### src/rtl/mac_seq_ctrl.sv
// Dot-product sequencer around an external combinational MAC: loads a job,
// folds vec_len operand pairs into a registered accumulator, then offers the sum.
module mac_seq_ctrl #(
  parameter int BIT_WIDTH = 8,
  parameter int OUT_WIDTH = 32,
  parameter int LEN_WIDTH = 8
) (
  input  logic                 clk,
  input  logic                 rst_n,
  input  logic                 start,
  input  logic [LEN_WIDTH-1:0] vec_len,
  input  logic [OUT_WIDTH-1:0] bias,
  input  logic                 abort,
  output logic                 busy,
  input  logic                 in_valid,
  output logic                 in_ready,
  input  logic [BIT_WIDTH-1:0] weight_in,
  input  logic [BIT_WIDTH-1:0] inp_in,
  output logic [BIT_WIDTH-1:0] mac_weight,
  output logic [BIT_WIDTH-1:0] mac_inp,
  output logic [OUT_WIDTH-1:0] mac_psum_in,
  input  logic [OUT_WIDTH-1:0] mac_psum_out,
  output logic                 out_valid,
  input  logic                 out_ready,
  output logic [OUT_WIDTH-1:0] result
);

  typedef enum logic [1:0] {
    IDLE,
    ACCUM,
    OUTPUT
  } state_t;

  state_t               state;
  logic [OUT_WIDTH-1:0] acc;
  logic [LEN_WIDTH-1:0] cnt;
  logic                 fire;

  // NOTE: handshake outputs decode the state register directly but are gated
  // by abort in the same cycle, so a cancelled cycle never accepts or presents.
  assign busy      = (state != IDLE);
  assign in_ready  = (state == ACCUM) && !abort;
  assign out_valid = (state == OUTPUT) && !abort;
  assign result    = out_valid ? acc : '0;
  assign fire      = in_valid && in_ready;

  assign mac_weight  = weight_in;
  assign mac_inp     = inp_in;
  assign mac_psum_in = acc;

  // NOTE: all state uses non-blocking assignments so every register samples
  // the pre-edge values of its peers, independent of statement order.
  always_ff @(posedge clk or negedge rst_n) begin
    if (!rst_n) begin
      state <= IDLE;
      acc   <= '0;
      cnt   <= '0;
    end else begin
      case (state)
        IDLE: begin
          if (start && !abort) begin
            acc   <= bias;
            cnt   <= vec_len;
            state <= (vec_len == '0) ? OUTPUT : ACCUM;
          end
        end
        ACCUM: begin
          if (abort) begin
            state <= IDLE;
            acc   <= '0;
            cnt   <= '0;
          end else if (fire) begin
            acc <= mac_psum_out;
            cnt <= cnt - LEN_WIDTH'(1);
            if (cnt == LEN_WIDTH'(1)) state <= OUTPUT;
          end
        end
        OUTPUT: begin
          if (abort) begin
            state <= IDLE;
            acc   <= '0;
            cnt   <= '0;
          end else if (out_ready) begin
            state <= IDLE;
          end
        end
        default: state <= IDLE;
      endcase
    end
  end

endmodule

### config.mk
export PLATFORM = sky130hd
export DESIGN_NAME = mac_seq_ctrl
export DESIGN_NICKNAME = d
export VERILOG_FILES = /design/src/rtl/mac_seq_ctrl.sv
export SDC_FILE = /design/constraint.sdc
export NUM_CORES = 1
export LEC_CHECK = 0
export CAP_MARGIN = 0
export CORE_MARGIN = 8
export CORE_UTILIZATION = 25
export CTS_CLUSTER_SIZE = 24
export DETAILED_ROUTE_END_ITERATION = 10
export GPL_TIMING_DRIVEN = 0
export PLACE_DENSITY_LB_ADDON = 0.3
export SYNTH_ARGS = -nofsm -noshare
export SYNTH_HDL_FRONTEND = slang
export SYNTH_SLANG_ARGS = --single-unit
export TNS_END_PERCENT = 20
### constraint.sdc
create_clock -name clk -period 5.04 [get_ports clk]
set_input_delay 1.008 -clock clk [delete_from_list [all_inputs] [get_ports clk]]
set_output_delay 1.008 -clock clk [all_outputs]
set_load 0.005 [all_outputs]
==> results of run 1 <==
==> cell usage in the layout (no fill, tap or decap), drive strengths merged, types with 3 or more instances in the layout <==
cell type and instances:
a22o 7, ha 6, and3 34, nand2b 3
o2bb2ai 3, nor2 38, and2 32, clkdlybuf4s50 159
buf 23, clkbuf 23, o21ai 5, inv 9
a21oi 68, nand2 6, nor3 4, dfrtp 42
==> cell type report <==
type | instances | area [um2]
clock inverters | 2 | 10.0
fillers | 1024 | 5720
inverters | 9 | 33.8
repair buffers | 161 | 1620
clock buffers | 5 | 68.8
flip-flops and latches | 42 | 1050
well taps | 136 | 170
plain buffers | 39 | 213
multi-input cells | 224 | 1300
==> where the power goes <==
part | total, mW | switching, mW | leakage (nW) | internal (mW)
logic | 1.57 | 0.823 | 1.39 | 0.743
registers | 0.665 | 0.143 | 0.503 | 0.522
clock network | 0.213 | 0.119 | 0.0438 | 0.0933
==> flip-flops by register name, indices dropped and copies added, names as in the netlist <==
| name | flops |
|---|---|
| mac_psum_in | 32 |
| cnt | 8 |
| state | 2 |
==> through the flow <==
stage	power, mW	cells	worst slack, ns	utilization
after CTS	2.49	618	0.719	0.438
after global placement	2.22	610	0.768	0.429
after detailed placement	2.26	611	0.719	0.430
after global routing	2.67	618	0.637	0.438
after floorplan	1.47	314	2.27	-
final	2.44	618	0.798	0.438
==> critical path: cells and delay by family <==
kind / cells / cell delay, ns
AND/OR/NAND/NOR: 2 / 0.35
buffers and inverters: 4 / 1.88
==> kinds of logic after synthesis <==
| group | synth area share |
|---|---|
| multiplexers | 0.00434 |
| flip-flops | 0.405 |
| buffers and inverters | 0.0950 |
| AND/OR/NAND/NOR | 0.260 |
| adder cells (fa/ha/maj) | 0.0289 |
| AO/OA/AOI/OAI | 0.206 |
==> metal layers <==
metal / vias to the layer above / track usage / part of all wire
met2: 121 / 0.269 / 0.52
met1: 1352 / 0.166 / 0.41
li1: 1396 / - / -
met4: 0 / 0.0288 / 0.011
met5: - / 0 / 0
met3: 10 / 0.0465 / 0.062
==> worst max path at each step <==
stage	to	depth (start not counted)
6_report	result[22]	6
5_1_grt	result[28]	6
3_3_place_gp	result[22]	6
3_5_place_dp	result[22]	6
4_1_cts	result[22]	6
2_1_floorplan	result[22]	4
==> flow_metrics.env, run 1 <==
export IMPL_grt_ovfl_total=0
export IMPL_layout_drive_gt1_share=0.0664
export IMPL_cts_sinks=42
export IMPL_nNetsFinal=582
export IMPL_r2r_end="mac_psum_in[25]"
export IMPL_min_period_ns=4.24
export IMPL_cts_buffer_depth=2
export IMPL_holdCritStartpoint="cnt[4]"
export IMPL_synth_edff_count=0
export IMPL_drv_slew=0
export IMPL_die_h_um=118
export IMPL_ios=177
export IMPL_drt_total_wl_um=10500
export IMPL_avgSynthCellArea_um2=8.26
export IMPL_dieArea_um2=13900
export IMPL_setup_tns_ns=0
export IMPL_hp_class="reg2reg"
export IMPL_cp_slowest_cell="clkdlybuf4s50_1"
export IMPL_worstHoldEndpoint="cnt[4]"
export IMPL_worstMarginPinSlew_ns=0.598
export IMPL_wl_per_cell_um=17.0
export IMPL_viasPerCell=4.66
export IMPL_finalClockSkew_ns=0.00612
export IMPL_hpwlAfterDp_um=8230
export IMPL_coreArea_um2=10200
export IMPL_worst_setup_path_end_kind="output pin"
export IMPL_cts_resized=0
export IMPL_synth_most_common_cell="a21oi_1"
export IMPL_ys_dominant_reg_cell="dfrtp_1"
export IMPL_crit_start="abort"
export IMPL_synth_seq_cells=42
export IMPL_start_util=0.255
export IMPL_synth_area_um2=2590
export IMPL_numCtsBuffers=5
export IMPL_tritoncts="yes"
export IMPL_vias=2879
export IMPL_fp_row_count=37
export IMPL_syn_to_final_growth_pct=71.9
export IMPL_htreeDepth=2
export IMPL_antenna_found_initial=0
export IMPL_grt_usage=0.148
export IMPL_slew_headroom=0.601
export IMPL_maxCapViolations=0
export IMPL_port_buffers=160
export IMPL_critPathRequiredTime_ns=4.03
export IMPL_hold_depth=1
export IMPL_cts_root_buf="clkbuf_8"
export IMPL_setup_viol=0
export IMPL_synthTopCellsByCount="a21oi_1, dfrtp_1, nor2_1"
export IMPL_ir_drop_v=0.000193
export IMPL_grt_pass1_wl_um=16900
export IMPL_drc=0
export IMPL_drtAntennaViolNets=0
export IMPL_drt_iter0_markers=109
export IMPL_r2r_worst_path_cells=7
export IMPL_synth_nets=414
export IMPL_dr_pass1_iters=4
export IMPL_placed_cell_area_um2=4380
export IMPL_post_cts_repair_setup_buffers=0
export IMPL_synth_distinct_cells=31
export IMPL_insertion_delay_ns=0.29
export IMPL_whs_ns=0.516
export IMPL_first_global_vias=3174
export IMPL_gp_congestion=0.804
export IMPL_crit_chain="clkdlybuf4s50_1, nor2b_1, clkbuf_1, clkbuf_1, and2_1, clkdlybuf4s50_1"
export IMPL_slowest_delay_ns=0.51
export IMPL_rrSetupSlack_ns=2.59
export IMPL_worst_ep_arrival_time_ns=3.23
export IMPL_postSynthCellCount=314
export IMPL_final_hold_violation_count=0
export IMPL_async_flop_share=1.00
export IMPL_finalCritPeriodShare=0.842
export IMPL_seq_area_frac_synth=0.405
export IMPL_yosysTopAreaCell="dfrtp_1"
export IMPL_design_area_um2=4460
export IMPL_rsz0062_at_grt="false"
export IMPL_synth_area_leaders="dfrtp_1, a21oi_1, and3_1"
export IMPL_postCtsHoldBufs=0
export IMPL_die_w_um=118
export IMPL_p_leak_nw=1.94
export IMPL_fmax_mhz=236
export IMPL_pwr_density_cell_nw_per_um2=548
export IMPL_synth_top_area_share=0.405
export IMPL_grt_start_max_net_pins=39
export IMPL_yosysWarnings=0
export IMPL_cp_start_kind="input port"
export IMPL_clk_pin_slew_ns=0.08
export IMPL_r2r_start="state[0]"
export IMPL_cp_max_fo=10
export IMPL_crit_type="in2out"
export IMPL_diodes=0
export IMPL_outcome="completed"
Power figures use the tool's default switching activity.
==> run 2: changes to the inputs <==
Clock period 5.04 ns to 3.95 ns, I/O delays scaled along.
==> run 2 against run 1 <==
Against the previous run:
- via count shrank 0.42%
- clock skew hardly changed
- critical path type unchanged
- count of clock-buffer cells in the layout is the same
- utilization about the same
- hold slack lost 0.20 ns
- die area did not move
- sequential share of layout area hardly changed
- critical path depth unchanged
==> flow_metrics.env, run 2 (synthesis gave the netlist of run 1 again) <==
export IMPL_grt_ovfl_total=0
export IMPL_hpwlAfterDp_um=8230
export IMPL_gp_congestion=0.804
export IMPL_maxCapViolations=0
export IMPL_insertion_delay_ns=0.29
export IMPL_cp_max_fo=10
export IMPL_ios=177
export IMPL_syn_to_final_growth_pct=71.9
export IMPL_setup_tns_ns=0
export IMPL_dieArea_um2=13900
export IMPL_grt_start_max_net_pins=39
export IMPL_drv_slew=0
export IMPL_hp_class="in2async"
export IMPL_clk_pin_slew_ns=0.08
export IMPL_crit_buf_inv=4
export IMPL_finalWorstSetupSlack_ns=0.334
export IMPL_critPathRequiredTime_ns=3.16
export IMPL_antenna_found_initial=0
export IMPL_cp_start_kind="input port"
export IMPL_finalClockSkew_ns=0.00633
export IMPL_crit_top_cell="clkdlybuf4s50_1"
export IMPL_finalCritPeriodShare=0.915
export IMPL_layout_cells_most_common="clkdlybuf4s50_1"
export IMPL_final_hold_violation_count=0
export IMPL_layout_drive_gt1_share=0.0685
export IMPL_slew_headroom=0.602
export IMPL_first_global_vias=3174
export IMPL_setup_viol=0
export IMPL_drt_total_wl_um=10500
export IMPL_worstMarginPinSlew_ns=0.596
export IMPL_worst_setup_path_end_kind="output pin"
export IMPL_outcome="completed"
export IMPL_n_fill_cell=1023
export IMPL_tritoncts="yes"
export IMPL_drc=0
export IMPL_die_w_um=118
export IMPL_post_cts_repair_setup_buffers=0
export IMPL_slowest_delay_ns=0.51
export IMPL_whs_ns=0.314
export IMPL_crit_chain="clkdlybuf4s50_1, nor2b_1, clkbuf_2, clkbuf_1, and2_1, clkdlybuf4s50_1"
export IMPL_largest_reg_flops=32
export IMPL_layout_common_cells="clkdlybuf4s50_1, a21oi_1, dfrtp_1"
export IMPL_postCtsHoldBufs=0
export IMPL_ir_drop_v=0.000247
export IMPL_drt_iter0_markers=113
export IMPL_worst_ep_arrival_time_ns=2.83
export IMPL_cts_root_buf="clkbuf_8"
export IMPL_nNetsFinal=582
export IMPL_grt_pass1_wl_um=16900
export IMPL_coreArea_um2=10200
export IMPL_cp_slowest_cell="clkdlybuf4s50_1"
export IMPL_numCtsBuffers=5
export IMPL_cts_sinks=42
export IMPL_port_buffers=160
export IMPL_cts_buffer_depth=2
export IMPL_die_h_um=118
export IMPL_diodes=0
export IMPL_wl_per_cell_um=17.0
export IMPL_crit_type="in2out"
export IMPL_rsz0062_at_grt="false"
export IMPL_drtAntennaViolNets=0
export IMPL_dr_pass1_iters=4
export IMPL_cts_resized=0
export IMPL_htreeDepth=2
export IMPL_pre_cts_ws_ns=0.0646
export IMPL_viasPerCell=4.64
export IMPL_vias=2867
export IMPL_fp_row_count=37
export IMPL_pwr_density_cell_nw_per_um2=699
export IMPL_grt_usage=0.148
export IMPL_start_util=0.255
export IMPL_cpLargestDelayFamily="buffers and inverters"
export IMPL_min_period_ns=3.62
export IMPL_fmax_mhz=277
export IMPL_p_leak_nw=1.94
## run 2: cell counts in the layout (fill, tap and decap cells not counted)
No cell type changed its count.
## run 2: layout make-up
cell class | count | area (um2) | share of cell area
Buffer | 39 | 214 | 0.0480
Sequential cell | 42 | 1050 | 0.236
Multi-Input combinational cell | 224 | 1300 | 0.291
Clock buffer | 5 | 68.8 | 0.0154
Tap cell | 136 | 170 | 0.0381
Inverter | 9 | 33.8 | 0.00757
Clock inverter | 2 | 10.0 | 0.00224
Timing Repair Buffer | 161 | 1620 | 0.362
## run 2: layer usage
layer	routed length, um	track usage	vias to the layer above
met1	4310	0.166	1348
li1	-	-	1396
met3	651	0.0465	10
met5	0	0	-
met2	5440	0.269	113
met4	110	0.0288	0
## run 2: path summary, 6_finish.rpt
kind	start	end	slack [ns]	depth (start not counted)
worst max-delay path	abort	result[22]	0.33	6
worst max register to register	state[0]	mac_psum_in[25]	1.58	7
max in group asynchronous	rst_n	mac_psum_in[31]	3.21	2
worst min-delay path	rst_n	cnt[4]	0.31	1
min in group clk	cnt[4]	cnt[4]	0.52	1
worst min register to register	cnt[4]	cnt[4]	0.52	1
## run 2: power by group
| group | leakage (nW) | internal (mW) | switching [mW] | total, mW |
|---|---|---|---|---|
| combinational | 1.40 | 0.949 | 1.05 | 2.00 |
| clock | 0.0438 | 0.119 | 0.152 | 0.271 |
| sequential | 0.503 | 0.666 | 0.183 | 0.849 |
## run 2: through the flow
step	util	total power, mW	instance area (um2)	instances
2_1_floorplan	-	1.88	2590	314
3_3_place_gp	0.429	2.83	4370	610
3_5_place_dp	0.430	2.89	4380	611
4_1_cts	0.438	3.17	4460	618
5_1_grt	0.438	3.41	4460	618
6_report	0.438	3.12	4460	618
